[config.mk]
export PLATFORM = sky130hd
export DESIGN_NAME = ttlock_key_scanner_flat
export DESIGN_NICKNAME = d
export VERILOG_FILES = /design/src/rtl/ttlock_key_scanner_if.sv /design/src/rtl/ttlock_key_scanner.sv /design/src/flat_wrapper.sv
export SDC_FILE = /design/constraint.sdc
export NUM_CORES = 1
export LEC_CHECK = 0
export ABC_CLOCK_PERIOD_IN_PS = 3000
export BUFFER_PORTS_ARGS = -buffer_cell sky130_fd_sc_hd__buf_2
export CORE_UTILIZATION = 30
export CTS_BUF_LIST = sky130_fd_sc_hd__clkbuf_4 sky130_fd_sc_hd__clkbuf_8
export DETAILED_ROUTE_END_ITERATION = 10
export HOLD_SLACK_MARGIN = 0.1
export SLEW_MARGIN = 10
export SYNTH_ARGS = -nofsm -noshare
export SYNTH_HDL_FRONTEND = slang
export SYNTH_SLANG_ARGS = --single-unit
[constraint.sdc]
create_clock -name clk -period 3 [get_ports clk]
set_input_delay 0.3 -clock clk [delete_from_list [all_inputs] [get_ports clk]]
set_output_delay 0.3 -clock clk [all_outputs]
set_load 0.02 [all_outputs]
[src/rtl/ttlock_key_scanner_if.sv]
// Query/response channel between the key scanner (master) and the oracle side (slave).
// One query is outstanding at a time; the response carries both oracle and stripped outputs.
interface ttlock_key_scanner_if #(
   parameter int unsigned WINPUT = 32
);
   logic              q_valid;
   logic              q_ready;
   logic [WINPUT-1:0] q_in;
   logic              r_valid;
   logic              r_oracle;
   logic              r_stripped;

   modport master (
      output q_valid, q_in,
      input  q_ready, r_valid, r_oracle, r_stripped
   );

   modport slave (
      input  q_valid, q_in,
      output q_ready, r_valid, r_oracle, r_stripped
   );
endinterface

[src/rtl/ttlock_key_scanner.sv]
// Sweeps protected-input patterns against an activated oracle and captures the first pattern
// whose oracle output differs from the stripped-DUT output as the recovered key.
module ttlock_key_scanner #(
   parameter int unsigned WKEY    = 32,
   parameter int unsigned WINPUT  = 32,
   parameter int unsigned TIMEOUT = 255
) (
   input  logic                 clk,
   input  logic                 rst_n,
   input  logic                 start_i,
   input  logic [WKEY-1:0]      start_pat_i,
   input  logic [WINPUT-1:0]    base_in_i,
   ttlock_key_scanner_if.master bus,
   output logic                 busy_o,
   output logic                 done_o,
   output logic                 found_o,
   output logic                 timeout_err_o,
   output logic [WKEY-1:0]      key_out_o
);

   localparam int unsigned TW = (TIMEOUT > 1) ? $clog2(TIMEOUT) : 1;
   localparam logic [TW-1:0] TimerLast = TW'(TIMEOUT - 1);
   // Clears the protected bit positions so the base can be OR-ed with the pattern.
   localparam logic [WINPUT-1:0] BaseMask = ~(WINPUT'({WKEY{1'b1}}));

   typedef enum logic [1:0] {StIdle, StIssue, StWait, StDone} state_e;

   state_e            state_q, state_d;
   logic [WKEY-1:0]   pat_q, pat_d;
   logic [WINPUT-1:0] base_q, base_d;
   logic [TW-1:0]     timer_q, timer_d;
   logic [WKEY-1:0]   key_q, key_d;
   logic              found_q, found_d;
   logic              terr_q, terr_d;
   logic              q_valid_q, q_valid_d;
   logic              busy_q, busy_d;
   logic              done_q, done_d;

   always_ff @(posedge clk or negedge rst_n) begin
      if (!rst_n) begin
         state_q   <= StIdle;
         pat_q     <= '0;
         base_q    <= '0;
         timer_q   <= '0;
         key_q     <= '0;
         found_q   <= 1'b0;
         terr_q    <= 1'b0;
         q_valid_q <= 1'b0;
         busy_q    <= 1'b0;
         done_q    <= 1'b0;
      end else begin
         state_q   <= state_d;
         pat_q     <= pat_d;
         base_q    <= base_d;
         timer_q   <= timer_d;
         key_q     <= key_d;
         found_q   <= found_d;
         terr_q    <= terr_d;
         q_valid_q <= q_valid_d;
         busy_q    <= busy_d;
         done_q    <= done_d;
      end
   end

   always_comb begin
      state_d = state_q;
      pat_d   = pat_q;
      base_d  = base_q;
      timer_d = timer_q;
      key_d   = key_q;
      found_d = found_q;
      terr_d  = terr_q;
      unique case (state_q)
         StIdle, StDone: begin
            if (start_i) begin
               state_d = StIssue;
               pat_d   = start_pat_i;
               base_d  = base_in_i & BaseMask;
               found_d = 1'b0;
               terr_d  = 1'b0;
            end
         end
         StIssue: begin
            if (bus.q_ready) begin
               state_d = StWait;
               timer_d = '0;
            end
         end
         StWait: begin
            timer_d = timer_q + 1'b1;
            // A response in the expiry cycle takes priority over the timeout.
            if (bus.r_valid) begin
               if (bus.r_oracle != bus.r_stripped) begin
                  state_d = StDone;
                  key_d   = pat_q;
                  found_d = 1'b1;
               end else if (&pat_q) begin
                  state_d = StDone;
               end else begin
                  state_d = StIssue;
                  pat_d   = pat_q + 1'b1;
               end
            end else if (timer_q == TimerLast) begin
               state_d = StDone;
               terr_d  = 1'b1;
            end
         end
         default: state_d = StIdle;
      endcase
   end

   always_comb begin
      q_valid_d = (state_d == StIssue);
      busy_d    = (state_d == StIssue) || (state_d == StWait);
      done_d    = (state_d == StDone);
   end

   assign bus.q_valid   = q_valid_q;
   assign bus.q_in      = base_q | WINPUT'(pat_q);
   assign busy_o        = busy_q;
   assign done_o        = done_q;
   assign found_o       = found_q;
   assign timeout_err_o = terr_q;
   assign key_out_o     = key_q;

endmodule

[src/flat_wrapper.sv]
// flat-port wrapper written by rule: the top's interface ports become plain ports
module ttlock_key_scanner_flat 
#(
   parameter int unsigned WKEY    = 32,
   parameter int unsigned WINPUT  = 32,
   parameter int unsigned TIMEOUT = 255
)
  (clk, rst_n, start_i, start_pat_i, base_in_i, busy_o, done_o, found_o, timeout_err_o, key_out_o, bus_q_valid, bus_q_in, bus_q_ready, bus_r_valid, bus_r_oracle, bus_r_stripped);
  ttlock_key_scanner_if #(.WINPUT(WINPUT)) bus_i ();
  input  logic clk;
  input  logic rst_n;
  input  logic start_i;
  input  logic [WKEY-1:0] start_pat_i;
  input  logic [WINPUT-1:0] base_in_i;
  output logic busy_o;
  output logic done_o;
  output logic found_o;
  output logic timeout_err_o;
  output logic [WKEY-1:0] key_out_o;
  output wire logic [$bits(bus_i.q_valid)-1:0] bus_q_valid;
  output wire logic [$bits(bus_i.q_in)-1:0] bus_q_in;
  input wire logic [$bits(bus_i.q_ready)-1:0] bus_q_ready;
  input wire logic [$bits(bus_i.r_valid)-1:0] bus_r_valid;
  input wire logic [$bits(bus_i.r_oracle)-1:0] bus_r_oracle;
  input wire logic [$bits(bus_i.r_stripped)-1:0] bus_r_stripped;
  assign bus_q_valid = bus_i.q_valid;
  assign bus_q_in = bus_i.q_in;
  assign bus_i.q_ready = bus_q_ready;
  assign bus_i.r_valid = bus_r_valid;
  assign bus_i.r_oracle = bus_r_oracle;
  assign bus_i.r_stripped = bus_r_stripped;
  ttlock_key_scanner #(.WKEY(WKEY), .WINPUT(WINPUT), .TIMEOUT(TIMEOUT)) u_core (.clk(clk), .rst_n(rst_n), .start_i(start_i), .start_pat_i(start_pat_i), .base_in_i(base_in_i), .bus(bus_i), .busy_o(busy_o), .done_o(done_o), .found_o(found_o), .timeout_err_o(timeout_err_o), .key_out_o(key_out_o));
endmodule
**Word level (Yosys, flattened, before mapping)**

Cells that the tools add are included.

- Add/sub/neg operators: 2
- Equal/unequal tests: 16
- Muxes and demuxes: 21
- Reductions and logical operators: 11

Operators by type and width:

| operator | number |
|---|---|
| 2-to-1 mux 32 bit | 4 |
| case mux 32 bit (2 select lines) | 1 |
| adder 32 x 1 -> 32 bit (second input constant) | 1 |
| AND reduction 32 bit | 1 |
| case mux 8 bit (2 select lines) | 1 |
| 2-to-1 mux 2 bit | 6 |
| != test 2 bit (second input constant) | 6 |
| adder 8 x 1 -> 8 bit (second input constant) | 1 |
| == test 2 bit (second input constant) | 4 |
| == test 8 bit (second input constant) | 1 |
| 2-to-1 mux 8 bit | 1 |
| AND reduction 4 bit | 2 |
| case mux 2 bit (3 select lines) | 1 |
| 2-to-1 mux 1 bit | 5 |
| AND reduction 5 bit | 1 |
| == test 2 x 1 -> 1 bit (second input constant) | 2 |
| != test 2 x 1 -> 1 bit (second input constant) | 2 |
| case mux 1 bit (2 select lines) | 2 |
| nonzero test 2 bit | 2 |
| AND reduction 3 bit | 1 |
| zero test 2 bit | 1 |
| AND reduction 2 bit | 1 |
| OR reduction 2 bit | 1 |
| logical OR 1 bit | 1 |
| != test 1 bit | 1 |

- Register bits after elaboration: 79
- Input port bits: 71
- Output and inout bits: 69
- Logic and storage cells: 59

**Longest topological paths before layout**

- Depth after elaboration: 7
- Mapped depth: 9

**Least setup slack after synthesis**

OpenSTA, ideal clock, no wires.

- Path type: register -> register
- From: register u_core.pat_q[23]
- To: register u_core.busy_q, in the netlist u_core.busy_o
- Data arrival time: 2111 ps
- Data required time: 2887 ps
- Path slack: 777 ps
- Cell stages (with the launch flop): 8
- Cell sequence: dfrtp_1 -> nand3_1 -> nor4_2 -> a41o_1 -> o21ai_0 -> a21o_1 -> ha_1 -> inv_1

- Word-level cells in the longest chain between the ends: 7

RTL lines:

| element | RTL line | source |
|---|---|---|
| from (decl) | ttlock_key_scanner.sv:29 | `logic [WKEY-1:0] pat_q, pat_d;` |
| from (signal assigned) | ttlock_key_scanner.sv:53 | `pat_q <= pat_d;` |
| AND reduction 32 bit (*) | ttlock_key_scanner.sv:97 | `end else if (&pat_q) begin` |
| 2-to-1 mux 2 bit (*) | ttlock_key_scanner.sv:97 |  |
| 2-to-1 mux 2 bit (*) | ttlock_key_scanner.sv:93 | `if (bus.r_oracle != bus.r_stripped) begin` |
| 2-to-1 mux 2 bit (*) | ttlock_key_scanner.sv:92 | `if (bus.r_valid) begin` |
| case mux 2 bit (3 select lines) (*) | ttlock_key_scanner.sv:73 | `unique case (state_q)` |
| == test 2 x 1 -> 1 bit / == test 2 bit (equally long branches) | ttlock_key_scanner.sv:114 | `busy_d = (state_d == StIssue) \|\| (state_d == StWait);` |
| logical OR 1 bit (*) | ttlock_key_scanner.sv:114 |  |
| named net u_core.busy_d | ttlock_key_scanner.sv:36 | `logic busy_q, busy_d;` |
| to (signal assigned) | ttlock_key_scanner.sv:60 | `busy_q <= busy_d;` |
| to (decl) | ttlock_key_scanner.sv:36 |  |

Mark *: on every way through the listed nets, which the timed path passes. The rest lies on a longest branch.
A chain may end at the register's enable or synchronous reset.

**Final worst setup path**

- From: register u_core.state_q[0]
- To: register u_core.pat_q[29]

- Word-level cells in the longest chain between the ends: 4

RTL lines:

| element | RTL line | source |
|---|---|---|
| from (decl) | ttlock_key_scanner.sv:28 | `state_e state_q, state_d;` |
| from (signal assigned) | ttlock_key_scanner.sv:41 | `state_q <= StIdle;` |
| from (signal assigned) | ttlock_key_scanner.sv:52 | `state_q <= state_d;` |
| == test 2 bit / zero test 2 bit (equally long branches) | ttlock_key_scanner.sv:73 |  |
| OR reduction 2 bit | ttlock_key_scanner.sv:73 |  |
| != test 2 bit (no source line) / nonzero test 2 bit (equally long branches) | - |  |
| AND reduction 5 bit (no source line) | - |  |

Several ways; a longest one is shown, not always the timed one.

==> results_dict.tcl <==
set metrics [dict create \
    rsz0062_at_grt "no" \
    clkSinkCount 79 \
    portBuffers 107 \
    globalRouteTotalUtil_pct 17.6 \
    cp_max_fo 13 \
    gr-total-overflow 0 \
    grt_pass1_wl_um 19500 \
    min_period_over_period_pct 87.2 \
    layout_commonest_cell "buf_2" \
    worstPathRequired_ns 3.26 \
    final_hold_viol_count 0 \
    pwr_density_cell_mw_per_mm2 1120 \
    cts.repair.resized 0 \
    relSlewSlack_pct 30.7 \
    dp_hpwl_um 8630 \
    drtAntennaViolNets 0 \
    yosys_warnings 0 \
    synth_top_area_share_pct 47.1 \
    firstDrtPassIters 5 \
    syn_inst 416 \
    path_clk_slew_ns 0.09 \
    finalSetupViolCount 0 \
    use_met2_pct 27.4 \
    synth_ff_type "dfrtp_1" \
    grt_pass1_vias 3715 \
    power.share.clock_pct 14.1 \
    critPathCaptureType "register" \
    dpl_cell_area_mm2 0.00494 \
    holdBufCountCts 0 \
    drive_gt1_share_pct 33.5 \
    clockBufferDepth 2 \
    drt-total-wl_um 12200 \
    num_rows 42 \
    multi_input_area_mm2 0.00208 \
    seqPwrFrac_pct 35.2 \
    tritoncts "done" \
    p_int_uw 3040 \
    cts_buffers 9 \
    min_period_ns 2.62 \
    arrival_ns 2.87 \
    fmax_mhz 382 \
    yosysSeqAreaShare_pct 47.1 \
    net-switching-power_uw 2730 \
    cts_setup_buffers 0 \
    drc 0 \
    setup_tns_ns 0 \
    regArea_mm2 0.00198 \
    via_per_inst 5.41 \
    path_class "reg -> reg" \
    core-area_mm2 0.0135 \
    route.vias.total 3801 \
    vdd.ir_drop.worst_mv 0.327 \
    ys_types 63 \
    p_comb_share_pct 50.7 \
    drt-wirelength-per-cell_um 17.4 \
    yosys.area.top_type "dfrtp_1" \
    diodes 0 \
    grt_max_degree 80 \
    pin_count 140 \
    critical_path.startpoint_type "register" \
    tightest_slew_ns 1.04 \
    dieHeight_um 120 \
    grt_busiest_layer "met2" \
    fin_util_pct 38.2 \
    nFillCells 1419 \
    postSynthAreaPerCell_um2 10.1 \
    grt_use_met1_pct 23.6 \
    grt.met3_usage_pct 4.72 \
    synth_edf_count 0 \
    power.share.switching_pct 47.3 \
    gp_congestion 0.838 \
    maxCapViolations 0 \
    netlist_top_cells_area "dfrtp_1 (47%), mux2_2 (7.0%), nor2_1 (3.2%), a21oi_1 (2.7%), nand2_1 (2.5%)" \
    cts.htree.levels 3 \
    ys_ff_latch 79 \
    final_cell_mix "buf_2 (106), dfrtp_1 (79), nor2_1 (36)" \
    status "finished clean" \
    p_leak_uw 0.00221 \
    nNetsFinal 599 \
    holdCritPathClass "in -> async" \
    antenna_found_initial 1 \
    syn_nets 494 \
    dieArea_mm2 0.0145 \
    syn-cell-area_mm2 0.00420 \
    fin_skew_ns 0.0130 \
    area_delta_synth_final_pct 22.3 \
    start_util_pct 31.2 \
    clkLatencyLatePin_ns 0.38 \
    slew_violations 0 \
    ctsRootBufferMaster "clkbuf_8" \
    drtIter0Drc 262 \
    async_flop_share_pct 100 \
    die_w_um 120 \
    final_area_mm2 0.00513 \
]
==> cells by family after synthesis <==
| kind of cell | count (synthesis) | synth area share, % |
|---|---|---|
| xor+xnor | 5 | 1.04 |
| buf+inv | 35 | 3.55 |
| fa+ha+maj | 7 | 2.09 |
| simple gates | 150 | 19.7 |
| mux | 30 | 7.93 |
| compound gates | 110 | 18.6 |
| flops | 79 | 47.1 |
==> power groups by stage <==
stage / registers (uW) / clock network, uW / logic, uW
6_report: 2030 / 814 / 2920
5_1_grt: 2110 / 896 / 3190
4_1_cts: 2030 / 847 / 2950
3_5_place_dp: 2050 / 0 / 2940
3_3_place_gp: 2020 / 0 / 2910
2_1_floorplan: 2460 / 0 / 1540
==> layout make-up <==
type / count / area share, %
Multi-Input combinational cell: 302 / 40.4
Clock inverter: 6 / 1.17
Timing Repair Buffer: 115 / 11.9
Tap cell: 176 / 4.29
Inverter: 14 / 1.02
Clock buffer: 10 / 2.68
Sequential cell: 79 / 38.5
==> path summary, 6_finish.rpt <==
kind | slack, ns | from | cells past startpoint | endpoint
worst max-delay path | 0.38 | u_core.state_q[0] | 6 | u_core.pat_q[29]
worst min register to register | 0.48 | u_core.key_out_o[13] | 2 | u_core.key_out_o[13]
min in group clk | 0.19 | start_pat_i[3] | 2 | u_core.pat_q[3]
worst min-delay path | 0.06 | rst_n | 1 | u_core.key_out_o[1]
max in group asynchronous | 2.23 | rst_n | 1 | u_core.key_out_o[31]
worst max register to register | 0.38 | u_core.state_q[0] | 6 | u_core.pat_q[29]
==> synth_stat cells, types with 3 or more instances <==
cell / instances
nor3b_1: 3
o32ai_1: 7
mux2_2: 26
xor2_1: 4
nand2_1: 28
nand3_1: 15
or3_1: 6
ha_1: 7
o22ai_1: 7
a311oi_1: 7
o21ai_0: 17
dfrtp_1: 79
mux2i_1: 4
a211oi_1: 5
inv_1: 13
and3_1: 7
nand2b_1: 3
o221a_1: 3
or4_1: 3
nand4_1: 11
nor2_1: 36
o31ai_1: 3
nor4_1: 6
or2_2: 4
nor3_1: 15
a31oi_1: 11
clkbuf_1: 15
a21oi_1: 23
==> flip-flops by register name (all words and copies together) (netlist names) <==
name / count
u_core.key_out_o: 32
u_core.pat_q: 32
u_core.timer_q: 8
u_core.state_q: 2
u_core.bus.q_valid: 1
u_core.busy_o: 1
u_core.done_o: 1
u_core.found_o: 1
u_core.timeout_err_o: 1
==> layer usage <==
layer  wire length [um]  share of wire (%)
met1               5720                 47
met2               5560                 46
met3                730                6.0
met4                171                1.4
met5                 15               0.12
==> worst max-delay path, cell delays in order, from the launching register on <==
cell and delay [ns]:
dfrtp_1 0.42, inv_1 0.09, ha_1 0.54, nand4_1 0.44, a31oi_2 0.67, a21oi_1 0.17, o221a_1 0.16
==> through the flow <==
step,instances,setup slack (ns),hold WS [ns],power [uW]
global route,702,0.260,0.171,6200
floorplan,416,0.777,0.00441,4000
CTS,702,0.396,0.121,5830
detailed placement,686,0.419,0.467,4990
finish,702,0.385,0.0634,5760
global placement,686,0.494,0.461,4920
Power figures use the tool's default switching activity.
